==> config.mk <==
export PLATFORM = sky130hd
export DESIGN_NAME = uart_encode_tx
export DESIGN_NICKNAME = d
export VERILOG_FILES = /design/src/rtl/uart_pkg.sv /design/src/rtl/uart_transmitter.sv /design/src/rtl/uart_encode_tx.sv
export SDC_FILE = /design/constraint.sdc
export NUM_CORES = 1
export LEC_CHECK = 0
export ABC_AREA = 1
export CORE_ASPECT_RATIO = 0.9
export CORE_MARGIN = 5
export CORE_UTILIZATION = 25
export CTS_BUF_LIST = sky130_fd_sc_hd__clkbuf_4
export DETAILED_ROUTE_END_ITERATION = 7
export SYNTH_ARGS = -nofsm -noshare
export SYNTH_HDL_FRONTEND = slang
export SYNTH_SLANG_ARGS = --single-unit
==> constraint.sdc <==
create_clock -name i_clk -period 2.2 [get_ports i_clk]
set_input_delay 0.44 -clock i_clk [delete_from_list [all_inputs] [get_ports i_clk]]
set_output_delay 0.44 -clock i_clk [all_outputs]
set_load 0.05 [all_outputs]
==> src/rtl/uart_pkg.sv <==
// Definitions shared by both directions of the board-interface UART link:
// command-byte layout, defaults and the transmit FSM state type.
package uart_pkg;

    localparam int unsigned RIGHT_B  = 0;
    localparam int unsigned LEFT_B   = 1;
    localparam int unsigned UP_B     = 2;
    localparam int unsigned DOWN_B   = 3;
    localparam int unsigned TRIG_B   = 4;
    localparam int unsigned NUM_CTRL = 5;

    localparam logic [2:0]  HEADER_DEF       = 3'b101;
    localparam int unsigned CLKS_PER_BIT_DEF = 217;

    typedef enum logic [1:0] {
        StIdle,
        StStart,
        StData,
        StStop
    } tx_state_e;

    function automatic logic [7:0] encode_cmd(input logic [2:0] header,
                                              input logic [NUM_CTRL-1:0] vec);
        return {header, vec};
    endfunction

endpackage

==> src/rtl/uart_transmitter.sv <==
// 8N1 UART transmitter: loads a byte on i_start and shifts it out LSB first
// between a start and a stop bit, each bit lasting CLKS_PER_BIT clocks.
module uart_transmitter
    import uart_pkg::*;
#(
    parameter int unsigned CLKS_PER_BIT = CLKS_PER_BIT_DEF
) (
    input  logic       i_clk,
    input  logic       i_rst_n,
    input  logic       i_start,
    input  logic [7:0] i_data,
    output logic       o_tx,
    output logic       o_busy,
    output logic       o_done
);

    localparam int unsigned   BW        = (CLKS_PER_BIT > 1) ? $clog2(CLKS_PER_BIT) : 1;
    localparam logic [BW-1:0] BAUD_LAST = BW'(CLKS_PER_BIT - 1);

    tx_state_e     state_q, state_d;
    logic [BW-1:0] baud_q, baud_d;
    logic [2:0]    bit_q, bit_d;
    logic [7:0]    shift_q, shift_d;
    logic          tx_q, tx_d;
    logic          busy_q, busy_d;
    logic          done_q, done_d;
    logic          baud_end;

    assign baud_end = (baud_q == BAUD_LAST);

    always_comb begin
        state_d = state_q;
        baud_d  = baud_q;
        bit_d   = bit_q;
        shift_d = shift_q;
        unique case (state_q)
            StIdle: begin
                if (i_start) begin
                    state_d = StStart;
                    shift_d = i_data;
                    baud_d  = '0;
                    bit_d   = '0;
                end
            end
            StStart: begin
                if (baud_end) begin
                    state_d = StData;
                    baud_d  = '0;
                end else begin
                    baud_d = baud_q + 1'b1;
                end
            end
            StData: begin
                if (baud_end) begin
                    baud_d  = '0;
                    shift_d = {1'b0, shift_q[7:1]};
                    if (bit_q == 3'd7) begin
                        state_d = StStop;
                    end else begin
                        bit_d = bit_q + 1'b1;
                    end
                end else begin
                    baud_d = baud_q + 1'b1;
                end
            end
            StStop: begin
                if (baud_end) begin
                    state_d = StIdle;
                    baud_d  = '0;
                end else begin
                    baud_d = baud_q + 1'b1;
                end
            end
            default: state_d = StIdle;
        endcase

        // Outputs are registered from next-state so the TX pin never glitches.
        tx_d   = (state_d == StStart) ? 1'b0 : (state_d == StData) ? shift_d[0] : 1'b1;
        busy_d = (state_d != StIdle);
        done_d = (state_d == StStop) && (baud_d == BAUD_LAST);
    end

    always_ff @(posedge i_clk or negedge i_rst_n) begin
        if (!i_rst_n) begin
            state_q <= StIdle;
            baud_q  <= '0;
            bit_q   <= '0;
            shift_q <= '0;
            tx_q    <= 1'b1;
            busy_q  <= 1'b0;
            done_q  <= 1'b0;
        end else begin
            state_q <= state_d;
            baud_q  <= baud_d;
            bit_q   <= bit_d;
            shift_q <= shift_d;
            tx_q    <= tx_d;
            busy_q  <= busy_d;
            done_q  <= done_d;
        end
    end

    assign o_tx   = tx_q;
    assign o_busy = busy_q;
    assign o_done = done_q;

endmodule

==> src/rtl/uart_encode_tx.sv <==
// Samples the five control lines, encodes them into a command byte and sends
// it over UART on every change of the synchronised vector and on heartbeat.
module uart_encode_tx
    import uart_pkg::*;
#(
    parameter int unsigned CLKS_PER_BIT   = CLKS_PER_BIT_DEF,
    parameter int unsigned HEARTBEAT_CLKS = 2500000,
    parameter logic [2:0]  HEADER         = HEADER_DEF
) (
    input  logic i_clk,
    input  logic i_rst_n,
    input  logic i_right,
    input  logic i_left,
    input  logic i_up,
    input  logic i_down,
    input  logic i_trigger,
    output logic o_tx,
    output logic o_busy,
    output logic o_done
);

    localparam int unsigned    HBW     = (HEARTBEAT_CLKS > 1) ? $clog2(HEARTBEAT_CLKS) : 1;
    localparam logic [HBW-1:0] HB_LAST = HBW'(HEARTBEAT_CLKS - 1);

    logic [NUM_CTRL-1:0] raw_vec, sync1_q, sync2_q, cur_vec;
    logic [NUM_CTRL-1:0] last_q, last_d;
    logic                pending_q, pending_d;
    logic [HBW-1:0]      hb_q, hb_d;
    logic                changed, hb_hit, start, tx_busy;

    always_comb begin
        raw_vec         = '0;
        raw_vec[RIGHT_B] = i_right;
        raw_vec[LEFT_B]  = i_left;
        raw_vec[UP_B]    = i_up;
        raw_vec[DOWN_B]  = i_down;
        raw_vec[TRIG_B]  = i_trigger;
    end

    assign cur_vec = sync2_q;
    assign changed = (cur_vec != last_q);
    assign hb_hit  = (HEARTBEAT_CLKS != 0) && (hb_q == HB_LAST);
    // An idle transmitter starts in the same cycle the request appears.
    assign start   = !tx_busy && (pending_q || changed || hb_hit);

    always_comb begin
        last_d    = last_q;
        pending_d = pending_q;
        hb_d      = hb_q;
        if (start) begin
            last_d    = cur_vec;
            pending_d = 1'b0;
            hb_d      = '0;
        end else begin
            if (changed || hb_hit) begin
                pending_d = 1'b1;
            end
            if (HEARTBEAT_CLKS != 0) begin
                hb_d = hb_hit ? '0 : hb_q + 1'b1;
            end
        end
    end

    always_ff @(posedge i_clk or negedge i_rst_n) begin
        if (!i_rst_n) begin
            sync1_q   <= '0;
            sync2_q   <= '0;
            last_q    <= '0;
            pending_q <= 1'b0;
            hb_q      <= '0;
        end else begin
            sync1_q   <= raw_vec;
            sync2_q   <= sync1_q;
            last_q    <= last_d;
            pending_q <= pending_d;
            hb_q      <= hb_d;
        end
    end

    uart_transmitter #(
        .CLKS_PER_BIT(CLKS_PER_BIT)
    ) u_tx (
        .i_clk  (i_clk),
        .i_rst_n(i_rst_n),
        .i_start(start),
        .i_data (encode_cmd(HEADER, cur_vec)),
        .o_tx   (o_tx),
        .o_busy (tx_busy),
        .o_done (o_done)
    );

    assign o_busy = tx_busy;

endmodule

==> flow_summary_export.csv <==
group,metric,value,unit
status,status,"finished clean",
die,core-area,0.0119,mm²
timing,rsz0062_at_grt,"no",
layout,nNetsFinal,373,
synthesis,ys_warn_count,0,
layout,final_common_cell,"nand2_1",
clocking,path_clk_slew,0.10,ns
setup_path,cp.required,1.76,ns
die,rows,38,
clocking,cts_buffers,9,
placement,port_buffers,9,
setup_path,cp.arrival,1.68,ns
layout,diodes,0,
synthesis,synth-seq-cells,62,
clocking,clock_sinks,62,
timing,tns,0,ns
die,start_util,25.3,%
setup_path,startpoint_type,"register",
routing,vias_per_cell,4.23,
timing,setup_viol,0,
routing,drc,0,
timing,worstMarginPinSlew,0.515,ns
routing,routed_wl,5.58,mm
placement,hpwl,4.02,mm
grt,grtUsageTotal,8.66,%
setup_path,cp_top_family,"buffers and inverters",
timing,drv_slew,0,
layout,drive_above_1_share,15.0,%
setup_path,path_cells,"clkdlybuf4s50_1",
power,vdd_drop_max,0.000379,V
clocking,clock_path_buffers,2,
setup_path,worstPathMaxFanout,3,
setup_path,cpPeakStageDelay,0.84,ns
grt,antenna_found_initial,0,
clocking,ctsResizeCount,0,
routing,vias,2224,
routing,drt_pass1_iterations,4,
grt,grt_pass1_wl,10.0,mm
clocking,cts_setup_buffers,0,
synthesis,synth_fp_nets,352,
power,powerDensity,799,mW/mm²
setup_path,cp_num_buf_inv,1,
layout,area_growth,14.4,%
setup_path,crit_path_top_delay_cell,"clkdlybuf4s50_1",
layout,fillCellCount,1228,
clocking,cts_root_buffer,"clkbuf_4",
placement,gp_congestion,0.791,
die,io_pins,10,
clocking,worstSkewPairLatency,0.40,ns
timing,max_freq,0.472,GHz
setup_path,path_class,"reg2out",
clocking,cts_tree,"built",
synthesis,synth_area,0.00302,mm²
routing,drt_iter0_drc,72,
power,p_leak,0.00165,µW
synthesis,netlist_instances,340,
timing,holdWs,0.356,ns
timing,fin_crit,2.12,ns
grt,grt_max_degree,63,
layout,layout_common_cells,"75 x nand2_1, 61 x dfrtp_1, 41 x inv_1",
timing,hold_viol_final,0,
die,dieArea,0.0144,mm²
routing,postRouteAntennaNets,0,
layout,regArea,0.00155,mm²
timing,period_share,96.2,%
routing,wire_per_inst,10.6,µm
synthesis,avgSynthCellArea,8.89,µm²
die,fp.dieW,126,µm
min_path,hold_class,"reg2reg",
clocking,cts_max_level,3,
synthesis,yosysSeqAreaShare,51.3,%
setup_path,end_kind,"primary output",
synthesis,yosysUniqueCellTypes,39,
timing,slew_headroom,65.6,%
clocking,cts_hold_buf,1,
timing,skew,0.0140,ns
grt,grt_overflow,0,
layout,multi_input_area,0.00128,mm²
grt,grt_pass1_vias,2178,
die,die_height,114,µm
run,max_cap_viol_count,0,
-- through the flow --
step	setup WS [ns]	std cells	util, %	instance area (µm²)	total power, µW
2_1_floorplan	0.506	340	-	3020	1880
3_3_place_gp	0.335	509	27.8	3320	2030
3_5_place_dp	0.256	509	27.8	3320	2040
4_1_cts	0.0402	526	29.0	3460	2820
5_1_grt	0.00365	526	29.0	3460	3000
6_report	0.0832	526	29.0	3460	2770
-- layer usage --
metal,vias up,part of all wire [%],GRT usage (%)
met3,10,4.0,3.36
met4,0,1.5,3.43
li1,1137,-,-
met1,1049,47,10.8
met2,28,48,13.6
met5,-,0,0
-- where the power goes --
group	switching, µW	leakage (µW)	internal, µW
combinational	321	0.000818	229
sequential	160	0.000766	1310
clock	411	0.0000630	336
total	891	0.00165	1870
-- sequential cells by signal (all words and copies together) (netlist names) --
| name | flops |
|---|---|
| pending_q | 1 |
| u_tx.shift_q | 8 |
| cur_vec | 5 |
| u_tx.o_busy | 1 |
| u_tx.o_done | 1 |
| u_tx.state_q | 2 |
| hb_q | 22 |
| last_q | 5 |
| u_tx.o_tx | 1 |
| u_tx.bit_q | 3 |
| sync1_q | 5 |
| u_tx.baud_q | 8 |
-- worst paths after layout --
kind | start | endpoint | slack [ns] | cells past startpoint
hold / removal | sync1_q[0] | cur_vec[0] | 0.36 | 0
setup / recovery | u_tx.o_busy | o_busy | 0.08 | 1
hold reg to reg | sync1_q[0] | cur_vec[0] | 0.36 | 0
min in group asynchronous | i_rst_n | hb_q[10] | 0.57 | 3
max in group asynchronous | i_rst_n | u_tx.o_tx | 1.29 | 3
setup reg to reg | hb_q[0] | hb_q[17] | 0.25 | 12
-- layout make-up --
| cell class | instances | area share [%] |
|---|---|---|
| well taps | 160 | 5.78 |
| inverters | 44 | 4.77 |
| clock buffers | 9 | 1.95 |
| repair buffers | 13 | 3.69 |
| multi-input cells | 231 | 37.1 |
| flip-flops and latches | 62 | 44.9 |
| clock inverters | 7 | 1.88 |
-- cell families after synthesis --
group | share of synthesized area [%]
AND/OR/NAND/NOR | 29.4
flip-flops | 51.3
buffers and inverters | 6.25
AO/OA/AOI/OAI | 8.32
XOR/XNOR | 2.61
adder cells (fa/ha/maj) | 2.07
-- cells in the mapped netlist --
cell      number  share of area (%)
nand3_2        3               0.99
nor2_4         6                2.2
a21o_1         1               0.25
nand2_2        6                1.2
o221ai_1       2               0.58
nand4_2        1               0.41
a22oi_1        1               0.25
o21ai_0       13                2.2
nand3_1       29                4.8
xnor2_1        1               0.29
buf_6          1               0.37
nor2_1        36                4.5
and3_1         1               0.21
o22ai_1        1               0.21
a21oi_4        1               0.54
nand4_1        1               0.21
o21ai_2        4                1.2
nor3_2         1               0.33
nand3_4        1               0.58
buf_2          1               0.17
nor3b_1        1               0.25
o311ai_1       1               0.29
nand2_4        4                1.5
dfstp_2        1               0.87
a211oi_1       1               0.25
inv_2          2               0.25
dfrtp_1       61                 50
o21ai_1        1               0.17
xor2_1         8                2.3
nand2_1       75                9.3
o211ai_1       2               0.50
or2_2          4               0.83
a21oi_1       12                2.0
clkinv_1       1               0.12
inv_1         41                5.1
nor3_1         6               0.99
nor3_4         2                1.1
ha_1           5                2.1
buf_4          1               0.25
(Power assumes the default switching activity.)
